## src/rtl/cb_arb_pkg.sv

```systemverilog
// -----------------------------------------------------------------------------
// cb_arb_pkg
// Purpose : shared definitions for the cb_en_arbiter block: FSM state
//           encoding, default parameter values, gap-counter width and a small
//           index-wrap helper used by the round-robin pointer update.
// Ports   : none (package).
// Config  : CB_ARB_LOCK_EN (used by the interface and top, not here).
// -----------------------------------------------------------------------------
package cb_arb_pkg;

  // Default geometry of the arbiter.
  localparam int DEF_N     = 4;
  localparam int DEF_W     = 8;
  localparam int DEF_GAP   = 1;

  // Width of the quiet-gap counter; holds GAP-1 for GAP up to 15.
  localparam int GAP_CNT_W = 4;

  // FSM encoding: IDLE=0, GRANT=1, GAP=2.
  typedef enum logic [1:0] {
    ST_IDLE  = 2'd0,
    ST_GRANT = 2'd1,
    ST_GAP   = 2'd2
  } state_t;

  // Next index with wrap n-1 -> 0.
  function automatic int wrap_inc(input int idx, input int n);
    return ((idx + 1) >= n) ? 0 : (idx + 1);
  endfunction

endpackage

```

## src/rtl/cb_en_arbiter_if.sv

```systemverilog
// -----------------------------------------------------------------------------
// cb_en_arbiter_if
// Purpose : bundles the requester-side handshake and the shared-register
//           write port of cb_en_arbiter.
// Signals : req[N]      request per requester, held until ack
//           din[N*W]    flattened data, slice i = din[i*W +: W]
//           lock[N]     keep ownership across writes (CB_ARB_LOCK_EN only)
//           gnt[N]      registered one-hot grant
//           ack[N]      same as gnt
//           reg_en      one-cycle enable to the shared register
//           reg_d[W]    data to the shared register
//           busy        arbiter in GRANT or GAP
// Modports: master = requester side, slave = arbiter side.
// Config  : CB_ARB_LOCK_EN adds the lock signal.
// -----------------------------------------------------------------------------
interface cb_en_arbiter_if #(
  parameter int N = cb_arb_pkg::DEF_N,
  parameter int W = cb_arb_pkg::DEF_W
);

  logic [N-1:0]   req;
  logic [N*W-1:0] din;
`ifdef CB_ARB_LOCK_EN
  logic [N-1:0]   lock;
`endif
  logic [N-1:0]   gnt;
  logic [N-1:0]   ack;
  logic           reg_en;
  logic [W-1:0]   reg_d;
  logic           busy;

`ifdef CB_ARB_LOCK_EN
  modport master (output req, din, lock, input gnt, ack, reg_en, reg_d, busy);
  modport slave  (input req, din, lock, output gnt, ack, reg_en, reg_d, busy);
`else
  modport master (output req, din, input gnt, ack, reg_en, reg_d, busy);
  modport slave  (input req, din, output gnt, ack, reg_en, reg_d, busy);
`endif

endinterface

```

## src/rtl/cb_rr_pick.sv

```systemverilog
// -----------------------------------------------------------------------------
// cb_rr_pick
// Purpose : combinational rotate-priority picker. Scans requests starting at
//           the pointer, upward with wrap, and reports the first one set.
// Ports   : i_req[N]     request vector
//           i_ptr[PW]    index with highest priority (must be < N)
//           o_onehot[N]  one-hot winner (zero when no request)
//           o_idx[PW]    winner index (zero when no request)
//           o_valid      at least one request present
// -----------------------------------------------------------------------------
module cb_rr_pick #(
  parameter int N  = 4,
  parameter int PW = 2
) (
  input  logic [N-1:0]  i_req,
  input  logic [PW-1:0] i_ptr,
  output logic [N-1:0]  o_onehot,
  output logic [PW-1:0] o_idx,
  output logic          o_valid
);

  // w_cand[k] is the requester index holding priority rank k.
  logic [PW-1:0] w_cand [N];

  for (genvar gi = 0; gi < N; gi++) begin : g_cand
    assign w_cand[gi] = PW'(((int'(i_ptr) + gi) >= N) ? (int'(i_ptr) + gi - N)
                                                        : (int'(i_ptr) + gi));
  end

  assign o_valid = |i_req;

  // Walk ranks from lowest to highest priority so the last hit (rank 0 side)
  // is the one that sticks.
  always_comb begin
    o_idx    = '0;
    o_onehot = '0;
    for (int k = N - 1; k >= 0; k--) begin
      if (i_req[w_cand[k]]) begin
        o_idx = w_cand[k];
      end
    end
    if (o_valid) begin
      o_onehot[o_idx] = 1'b1;
    end
  end

endmodule

```

## src/rtl/cb_en_arbiter.sv

```systemverilog
// -----------------------------------------------------------------------------
// cb_en_arbiter
// Purpose : round-robin arbiter sharing one clock-enabled capture register
//           among N requesters. Each write is a one-cycle reg_en pulse with
//           the winner's data, followed by GAP forced idle cycles.
// Ports   : clk   system clock, rising edge
//           rst   asynchronous active-high reset
//           bus   cb_en_arbiter_if.slave (req, din, [lock], gnt, ack,
//                 reg_en, reg_d, busy)
// Params  : N (2..8) requesters, W data width, GAP (1..15) idle cycles.
// Config  : CB_ARB_LOCK_EN enables the lock/ownership feature.
// -----------------------------------------------------------------------------
module cb_en_arbiter
  import cb_arb_pkg::*;
#(
  parameter int N   = DEF_N,
  parameter int W   = DEF_W,
  parameter int GAP = DEF_GAP
) (
  input logic             clk,
  input logic             rst,
  cb_en_arbiter_if.slave  bus
);

  localparam int PW = (N > 1) ? $clog2(N) : 1;

  state_t               r_state;
  state_t               w_state_next;
  logic [GAP_CNT_W-1:0] r_gap_cnt;
  logic [PW-1:0]        r_ptr;
  logic [PW-1:0]        w_ptr_next;
  logic [N-1:0]         r_gnt;
  logic                 r_reg_en;
  logic [W-1:0]         r_reg_d;

  logic [N-1:0]         w_pick_oh;
  logic [PW-1:0]        w_pick_idx;
  logic                 w_any_req;
  logic [N-1:0]         w_sel_oh;
  logic [PW-1:0]        w_sel_idx;
  logic                 w_arb;
  logic [W-1:0]         w_slice [N];

  for (genvar gi = 0; gi < N; gi++) begin : g_slice
    assign w_slice[gi] = bus.din[gi*W +: W];
  end

  cb_rr_pick #(
    .N  (N),
    .PW (PW)
  ) u_pick (
    .i_req    (bus.req),
    .i_ptr    (r_ptr),
    .o_onehot (w_pick_oh),
    .o_idx    (w_pick_idx),
    .o_valid  (w_any_req)
  );

  // Next-state logic. Arbitration happens on exactly the edges that enter
  // GRANT, so w_arb is derived from the next state.
  always_comb begin
    w_state_next = r_state;
    unique case (r_state)
      ST_IDLE:  if (w_any_req) w_state_next = ST_GRANT;
      ST_GRANT: w_state_next = ST_GAP;
      ST_GAP: begin
        if (r_gap_cnt == '0) begin
          w_state_next = w_any_req ? ST_GRANT : ST_IDLE;
        end
      end
      default:  w_state_next = ST_IDLE;
    endcase
  end

  assign w_arb = (w_state_next == ST_GRANT);

`ifdef CB_ARB_LOCK_EN
  // Owner bookkeeping: r_owner remembers the last winner; r_owner_vld is
  // taken from that winner's lock bit at the edge that ends GRANT.
  logic [PW-1:0] r_owner;
  logic          r_owner_vld;
  logic          w_owner_hit;

  assign w_owner_hit = r_owner_vld && bus.req[r_owner] && bus.lock[r_owner];

  // A retained owner wins without moving the pointer; otherwise plain
  // round-robin applies in the same arbitration.
  always_comb begin
    w_sel_oh   = w_pick_oh;
    w_sel_idx  = w_pick_idx;
    w_ptr_next = PW'(wrap_inc(int'(w_pick_idx), N));
    if (w_owner_hit) begin
      w_sel_oh          = '0;
      w_sel_oh[r_owner] = 1'b1;
      w_sel_idx         = r_owner;
      w_ptr_next        = r_ptr;
    end
  end

  always_ff @(posedge clk or posedge rst) begin
    if (rst) begin
      r_owner     <= '0;
      r_owner_vld <= 1'b0;
    end else if (w_arb) begin
      r_owner     <= w_sel_idx;
      r_owner_vld <= 1'b0;
    end else if (r_state == ST_GRANT) begin
      r_owner_vld <= bus.lock[r_owner];
    end
  end
`else
  assign w_sel_oh   = w_pick_oh;
  assign w_sel_idx  = w_pick_idx;
  assign w_ptr_next = PW'(wrap_inc(int'(w_pick_idx), N));
`endif

  always_ff @(posedge clk or posedge rst) begin
    if (rst) begin
      r_state   <= ST_IDLE;
      r_gap_cnt <= '0;
      r_ptr     <= '0;
      r_gnt     <= '0;
      r_reg_en  <= 1'b0;
      r_reg_d   <= '0;
    end else begin
      r_state  <= w_state_next;
      r_reg_en <= w_arb;
      r_gnt    <= w_arb ? w_sel_oh : '0;
      // Data is captured at the arbitration edge and held until the next one.
      if (w_arb) begin
        r_reg_d <= w_slice[w_sel_idx];
        r_ptr   <= w_ptr_next;
      end
      // Counter is loaded while leaving GRANT so GAP spans exactly GAP cycles.
      if (r_state == ST_GRANT) begin
        r_gap_cnt <= GAP_CNT_W'(GAP - 1);
      end else if (r_state == ST_GAP && r_gap_cnt != '0) begin
        r_gap_cnt <= r_gap_cnt - GAP_CNT_W'(1);
      end
    end
  end

  assign bus.gnt    = r_gnt;
  assign bus.ack    = r_gnt;
  assign bus.reg_en = r_reg_en;
  assign bus.reg_d  = r_reg_d;
  assign bus.busy   = (r_state != ST_IDLE);

endmodule

```

## src/flat_wrapper.sv

```systemverilog
// flat-port wrapper written by rule: the top's interface ports become plain ports
module cb_en_arbiter_flat import cb_arb_pkg::*;
#(
  parameter int N   = DEF_N,
  parameter int W   = DEF_W,
  parameter int GAP = DEF_GAP
)
  (clk, rst, bus_req, bus_din, bus_gnt, bus_ack, bus_reg_en, bus_reg_d, bus_busy);
  cb_en_arbiter_if #(.N(N), .W(W)) bus_i ();
  input logic clk;
  input logic rst;
  input wire logic [$bits(bus_i.req)-1:0] bus_req;
  input wire logic [$bits(bus_i.din)-1:0] bus_din;
  output wire logic [$bits(bus_i.gnt)-1:0] bus_gnt;
  output wire logic [$bits(bus_i.ack)-1:0] bus_ack;
  output wire logic [$bits(bus_i.reg_en)-1:0] bus_reg_en;
  output wire logic [$bits(bus_i.reg_d)-1:0] bus_reg_d;
  output wire logic [$bits(bus_i.busy)-1:0] bus_busy;
  assign bus_i.req = bus_req;
  assign bus_i.din = bus_din;
  assign bus_gnt = bus_i.gnt;
  assign bus_ack = bus_i.ack;
  assign bus_reg_en = bus_i.reg_en;
  assign bus_reg_d = bus_i.reg_d;
  assign bus_busy = bus_i.busy;
  cb_en_arbiter #(.N(N), .W(W), .GAP(GAP)) u_core (.clk(clk), .rst(rst), .bus(bus_i));
endmodule
```

## config.mk

```make
export PLATFORM = sky130hd
export DESIGN_NAME = cb_en_arbiter_flat
export DESIGN_NICKNAME = d
export VERILOG_FILES = /design/src/rtl/cb_arb_pkg.sv /design/src/rtl/cb_en_arbiter_if.sv /design/src/rtl/cb_rr_pick.sv /design/src/rtl/cb_en_arbiter.sv /design/src/flat_wrapper.sv
export SDC_FILE = /design/constraint.sdc
export NUM_CORES = 1
export LEC_CHECK = 0
export ABC_CLOCK_PERIOD_IN_PS = 2290
export BUFFER_PORTS_ARGS = -buffer_cell sky130_fd_sc_hd__buf_2
export CORE_MARGIN = 5
export CORE_UTILIZATION = 25
export CTS_CLUSTER_DIAMETER = 40
export DETAILED_ROUTE_END_ITERATION = 16
export PLACE_DENSITY = 0.45
export SYNTH_ARGS = -nofsm -noshare
export SYNTH_HDL_FRONTEND = slang
export SYNTH_SLANG_ARGS = --single-unit
```

## constraint.sdc

```tcl
create_clock -name clk -period 2.29 [get_ports clk]
set_input_delay 0.458 -clock clk [delete_from_list [all_inputs] [get_ports clk]]
set_output_delay 0.458 -clock clk [all_outputs]
set_load 0.02 [all_outputs]
```

==> impl_results.md, run 1 <==
- Status: finished, final reports clean
- Worst setup SP type: flop
- Number of global-route vias before repair: 1029
- Power per cell area: 1010 nW/µm²
- WL final: approximately 3000 µm
- Sequential-to-total area share from yosys stat: 0.459
- Clock Skew: about 0.005 ns
- Initial DRC Count: 50
- PortBufs: 55
- Num Clock Sinks: 21
- Top_reg_cell synth: dfrtp_1
- First-pass DRT Iterations: 4
- VDD IR-drop max: 0.385 mV
- Synth async-reset ratio: 1.00
- Post-CTS Hold Buffers: 0
- Hold WC Path Type: input pin to async pin
- Critical path class: flop to flop
- Fraction of layout instances using a drive strength above 1: 0.395
- CTS resizes: 0
- Most common cell after layout, fill and taps aside: buf_2
- Cell Area, Synth: roughly 1100 µm²
- Total die area: ~6000 µm²
- Initial antenna violation count: 0
- Total GRT Usage: 0.0957
- Final slew viol count: 0
- Fillers: roughly 450
- CTS tree: done
- Bufs on Longest Clock Path: 2
- Ys Warns: 0
- HPWL Detailed: between 2000 and 2500 µm
- H-tree depth: 1
- First-pass GRT wire length: ~4800 µm
- I/O pin total: 56
- GPL Wtd Cong: 0.781
- Worst slack at placement: 0.332 ns
- Area share of the largest cell type after synthesis: 0.459
- Average size of a mapped cell: approximately 10 µm²
- Crit path DAT: 2.09 ns
- Synth area leader: dfrtp_1
- Slew margin rel.: 0.466
- Drt drc: 0
- Mapped Nets: approximately 150
- Clock root cell: clkbuf_8
- Final Hold Vio Count: 0
- Yosys cell types: 33
- Cells after Synth: 114
- Total power: about 1500 µW
- Hold_ws: roughly 0.34 ns
- Gr ovfl total: 0
- # rows: 24
- Core Region: about 4400 µm²
- Lkg Pwr: ~0.00080 µW
- Number of enable flip-flop cells after synthesis: 0
- # diodes: 0
- Multi-input logic area: 533 µm²
- TritonCTS Buffers: 3
- Die height: between 70 and 80 µm
- Most frequent cells in the layout: 55 x buf_2, 21 x dfrtp_1, 17 x mux2i_1, 13 x nand2_1, 8 x inv_1
- Starting density of the core: 0.261
- RSZ-0062 raised after global routing: no
- FMAX: ~520 MHz
- Largest net degree at the start of global routing: 22
- Final Setup Violations: 0
- Slack of the critical path: about 0.38 ns
- Skew-Pair Late Insertion Delay: around 0.26 ns
- DR vias: between 900 and 1000
- Die width: slightly below 80 µm
- Final Cycle Share: 0.836
- Post-CTS Setup Bufs: 0
- Slew @ Worst Pin: ~0.80 ns
- Worst setup EP type: flop
- FF+latch area: approximately 530 µm²
- Synth area leaders: dfrtp_1 46%, mux2i_1 15%, o221ai_1 5.4%
- Required time of the critical path: roughly 2.5 ns
- Vias per std cell: 4.56
- Max-cap violations: 0
- Layout Nets: about 210
- Largest fanout on the critical path: 9
- Setup tns final: 0 ns
- WL/cell: roughly 13 µm
- ANT nets after route: 0
- Synth Register Bits: 21
- Fin crit period: 1.91 ns
- Worst-path clk slew: ~0.080 ns
- Area growth syn-to-layout: 30.8%
==> per-stage QoR <==
stage	area, µm²	utilization	std cells
finish	1500	0.342	219
global route	1500	0.342	219
CTS	1500	0.342	219
detailed placement	1450	0.331	215
global placement	1450	0.331	215
floorplan	1140	-	114
==> final timing paths <==
| kind | from | end | slack, ns | cells after the start |
|---|---|---|---|---|
| setup / recovery | u_core.r_gap_cnt[0] | u_core.bus.reg_d[6] | 0.38 | 8 |
| hold / removal | rst | u_core.r_state[1] | 0.34 | 2 |
| setup reg to reg | u_core.r_gap_cnt[0] | u_core.bus.reg_d[6] | 0.38 | 8 |
| hold reg to reg | u_core.bus.reg_d[7] | u_core.bus.reg_d[7] | 0.48 | 2 |
| max in group asynchronous | rst | u_core.bus.reg_d[7] | 1.45 | 2 |
| min in group clk | u_core.bus.reg_d[7] | u_core.bus.reg_d[7] | 0.48 | 2 |
==> sequential cells by signal (all words and copies together) (netlist names) <==
name / count
u_core.bus.ack: 4
u_core.bus.reg_d: 8
u_core.bus.reg_en: 1
u_core.r_gap_cnt: 4
u_core.r_ptr: 2
u_core.r_state: 2
==> power by group <==
| part | leakage, µW | switching (µW) | internal (µW) |
|---|---|---|---|
| clock | 0.0000255 | 122 | 121 |
| combinational | 0.000504 | 422 | 272 |
| sequential | 0.000267 | 83.0 | 485 |
| total | 0.000796 | 627 | 878 |
==> final cells by class <==
cell class	instances	area share
inverters	10	0.0251
multi-input cells	75	0.356
flip-flops and latches	21	0.351
clock buffers	3	0.0276
clock inverters	1	0.00334
well taps	52	0.0434
repair buffers	57	0.194
==> per-layer routing <==
layer	share of wire	GRT usage	vias up
met5	0	0	-
met4	0.0048	0.0206	0
met3	0.089	0.0370	4
met2	0.48	0.166	39
met1	0.42	0.111	445
li1	-	-	511
==> cells in the mapped netlist (all sizes together), types with 2 or more instances <==
cell type	number
dfrtp	21
mux2i	17
nand2	14
inv	9
o221ai	7
buf	6
nor2	6
o21ai	4
a21oi	3
and3	3
nand2b	3
clkbuf	2
ha	2
nor4	2
o22ai	2
==> logic make-up (layout without fill, tap and decap cells) <==
group                    count (synthesis)  after routing  synth area share
AO/OA/AOI/OAI                           23             23             0.151
adder cells (fa/ha/maj)                  2              2            0.0219
buffers and inverters                   18             71            0.0754
flip-flops                              21             21             0.459
multiplexers                            17             17             0.149
AND/OR/NAND/NOR                         33             33             0.144
==> worst max-delay path, stage by stage (launching register included) <==
cell	delay (ns)
dfrtp_1	0.42
inv_1	0.07
ha_1	0.15
inv_1	0.06
o31ai_1	0.37
nand2_1	0.13
clkinv_1	0.16
nand2_1	0.23
o221ai_1	0.24
(Power assumes the default switching activity.)
==> inputs of run 2 (changes only) <==
--- a/config.mk
+++ b/config.mk
@@ -5,13 +5,13 @@
 export SDC_FILE = /design/constraint.sdc
 export NUM_CORES = 1
 export LEC_CHECK = 0
-export ABC_CLOCK_PERIOD_IN_PS = 2290
+export ABC_CLOCK_PERIOD_IN_PS = 1700
 export BUFFER_PORTS_ARGS = -buffer_cell sky130_fd_sc_hd__buf_2
 export CORE_MARGIN = 5
 export CORE_UTILIZATION = 25
 export CTS_CLUSTER_DIAMETER = 40
 export DETAILED_ROUTE_END_ITERATION = 16
-export PLACE_DENSITY = 0.45
+export PLACE_DENSITY = 0.46
 export SYNTH_ARGS = -nofsm -noshare
 export SYNTH_HDL_FRONTEND = slang
 export SYNTH_SLANG_ARGS = --single-unit
==> constraint.sdc (replaced) <==
create_clock -name clk -period 1.7 [get_ports clk]
set_input_delay 0.34 -clock clk [delete_from_list [all_inputs] [get_ports clk]]
set_output_delay 0.34 -clock clk [all_outputs]
set_load 0.02 [all_outputs]
==> run 2 against run 1 <==
Against the previous run: non-clock buffer count grew 11; count of clock-buffer cells in the layout stayed put; worst hold slack worse by 0.25 ns; combinational power is 54% higher; register-to-register slack got worse by 0.35 ns; sequential power increased by 33%; cell area is 11% higher; global-route usage grew 0.67 points; via count rose by 8.4%; critical path depth down 3.
==> impl_results.md, run 2 (same netlist as run 1, synthesis figures left out) <==
- Area growth syn-to-layout: 45.8%
- WL final: 3160 µm (+8.0%)
- Max reg flops: 8 (unchanged)
- H-tree depth: 1 (unchanged)
- GPL Wtd Cong: 0.747 (-4.3%)
- Most common cell after layout, fill and taps aside: buf_2
- Crit path DAT: 1.81 ns (-0.28 ns)
- Final Setup Violations: 0 (unchanged)
- WL/cell: 13.7 µm (+2.8%)
- Routed met1 length: 1300 µm (+4.8%)
- Initial DRC Count: 16 (-68%)
- Drt drc: 0 (unchanged)
- Worst setup SP type: flop
- Clock Skew: 0.00527 ns (+0.000238 ns)
- Total die area: 6030 µm² (unchanged)
- Die height: 77.7 µm (unchanged)
- DR vias: 1083 (+8.4%)
- Final Hold Vio Count: 0 (unchanged)
- Power Internal: 1260 µW (+44%)
- Slew @ Worst Pin: 0.374 ns (-0.426 ns)
- Fillers: 451 (+0.45%)
- Worst r2r path cells: 5 (-3)
- Largest fanout on the critical path: 6 (-3)
- Post-CTS Hold Buffers: 0 (unchanged)
- Slew margin rel.: 0.750 (+0.284)
- Largest net degree at the start of global routing: 22 (unchanged)
- Fin crit period: 1.68 ns (-0.239 ns)
- Core Region: 4380 µm² (unchanged)
- Layout Nets: 219 (+5.3%)
- Layout Utilization: 0.381 (+0.0391)
- Non-Filler Instances: 230 (+5.0%)
- HPWL Detailed: 2500 µm (+9.7%)
- Fraction of layout instances using a drive strength above 1: 0.500 (+0.105)
- Critical path class: flop to flop
- Sw Share: 0.414 (-0.00246)
- Worst setup EP type: flop
- PortBufs: 55 (unchanged)
- Most frequent cells in the layout: 55 x buf_2, 20 x dfrtp_1, 16 x mux2i_1, 11 x nand2_1, 11 x buf_4
- Met3 wire length: 292 µm (+13%)
- Max-cap violations: 0 (unchanged)
- Top routing layer in use: met4
- Starting density of the core: 0.261 (unchanged)
- Clock root cell: clkbuf_8
- Initial antenna violation count: 0 (unchanged)
- ANT nets after route: 0 (unchanged)
- I/O pin total: 56 (unchanged)
- FMAX: 597 MHz (+14%)
- Bufs on Longest Clock Path: 2 (unchanged)
- Total GRT Usage: 0.102 (+0.00668)
- Lkg Pwr: 0.000864 µW (+8.6%)
- Clock network power share: 0.153 (-0.009)
- Num Clock Sinks: 21 (unchanged)
- Vias per std cell: 4.71 (+3.2%)
- FF-to-FF setup slack: 0.02 ns (-0.35 ns)
- NetSw: 893 µW (+42%)
- TritonCTS Buffers: 3 (unchanged)
- Comb power frac: 0.497 (+0.036)
- # diodes: 0 (unchanged)
- VDD IR-drop max: 0.455 mV (+18%)
- First-pass GRT wire length: 5130 µm (+7.4%)
- Worst R2R End: u_core.bus.reg_d[0]
- Hold WC Path Type: input pin to async pin
- Power per cell area: 1290 nW/µm² (+28%)
- Worst-path clk slew: 0.08 ns (about the same)
- Die width: 77.7 µm (unchanged)
- Sequential share of power: 0.350 (-0.027)
- CTS tree: done
- Required time of the critical path: 1.83 ns (-0.63 ns)
- # rows: 24 (unchanged)
- Status: finished, final reports clean
- Final Cycle Share: 0.986 (+0.150)
- Reg-to-Reg Start: u_core.r_ptr[1]
- Gr ovfl total: 0 (unchanged)
- Final slew viol count: 0 (unchanged)
- RSZ-0062 raised after global routing: yes
- First-pass DRT Iterations: 4 (unchanged)
- DP Cell Count: 225 (+4.7%)
- Number of global-route vias before repair: 1131 (+9.9%)
- Routed wl met2: 1540 µm (+9.3%)
- Skew-Pair Late Insertion Delay: 0.26 ns (about the same)
## run 2: changes by cell type in the layout (fill, tap and decap cells not counted), moves of 2 or more
cell / before / now
buf_4: 2 / 11
inv_1: 8 / 6
inv_2: 1 / 3
nand2_1: 13 / 11
nand2_4: 0 / 2
## run 2: cell type report
type | instances | area (µm²) | share of cell area
Timing Repair Buffer | 68 | 389 | 0.233
Clock buffer | 3 | 41.3 | 0.0247
Tap cell | 52 | 65.1 | 0.0390
Inverter | 10 | 42.5 | 0.0255
Sequential cell | 21 | 527 | 0.316
Clock inverter | 1 | 5.00 | 0.00300
Multi-Input combinational cell | 75 | 599 | 0.359
## run 2: critical path, cell delays in order, from the launching register on
cell and delay (ns):
dfrtp_2 0.41, mux2i_1 0.19, nor2_1 0.08, or3_4 0.42
a2111oi_4 0.37, a311oi_2 0.06
## run 2: worst max path at each step
stage,start,endpoint,slack (ns)
floorplan,u_core.r_ptr[1],u_core.bus.reg_d[0],0.04
global placement,u_core.r_ptr[1],u_core.bus.reg_d[0],-0.05
detailed placement,u_core.r_ptr[1],u_core.bus.reg_d[6],-0.1
CTS,u_core.r_ptr[1],u_core.bus.reg_d[0],0.01
global route,u_core.r_ptr[1],u_core.bus.reg_d[0],-0.04
finish,u_core.r_ptr[1],u_core.bus.reg_d[0],0.02
## run 2: metrics by stage
stage / setup slack (ns) / setup TNS [ns] / instance area (µm²) / total power, µW / hold slack [ns]
after CTS: 0.0138 / 0 / 1620 / 2160 / 0.102
final: 0.0243 / 0 / 1670 / 2160 / 0.0910
after global placement: -0.0498 / -0.267 / 1540 / 1760 / 0.387
after global routing: -0.0368 / -0.0891 / 1670 / 2300 / 0.136
after detailed placement: -0.0955 / -0.656 / 1540 / 1780 / 0.397
after floorplan: 0.0428 / 0 / 1140 / 1420 / 0.317
## run 2: power groups by stage
stage	Sequential, µW	Clock, µW	Combinational (µW)
3_3_place_gp	763	0	994
3_5_place_dp	761	0	1020
4_1_cts	754	347	1060
6_report	755	329	1070
5_1_grt	778	363	1160
2_1_floorplan	904	0	520
## run 2: metal layers
layer  up-vias  global-route usage
li1        533                   -
met1       502               0.123
met2        44               0.170
met3         4              0.0370
met4         0              0.0309
met5         -                   0
## run 2: what timing repair did
action                                  4_1_cts  5_1_grt
gates cloned                                  0        0
pin swaps                                     2        0
endpoints found under the setup margin       11       11
buffers inserted                              1        1
resized for setup                            10        9
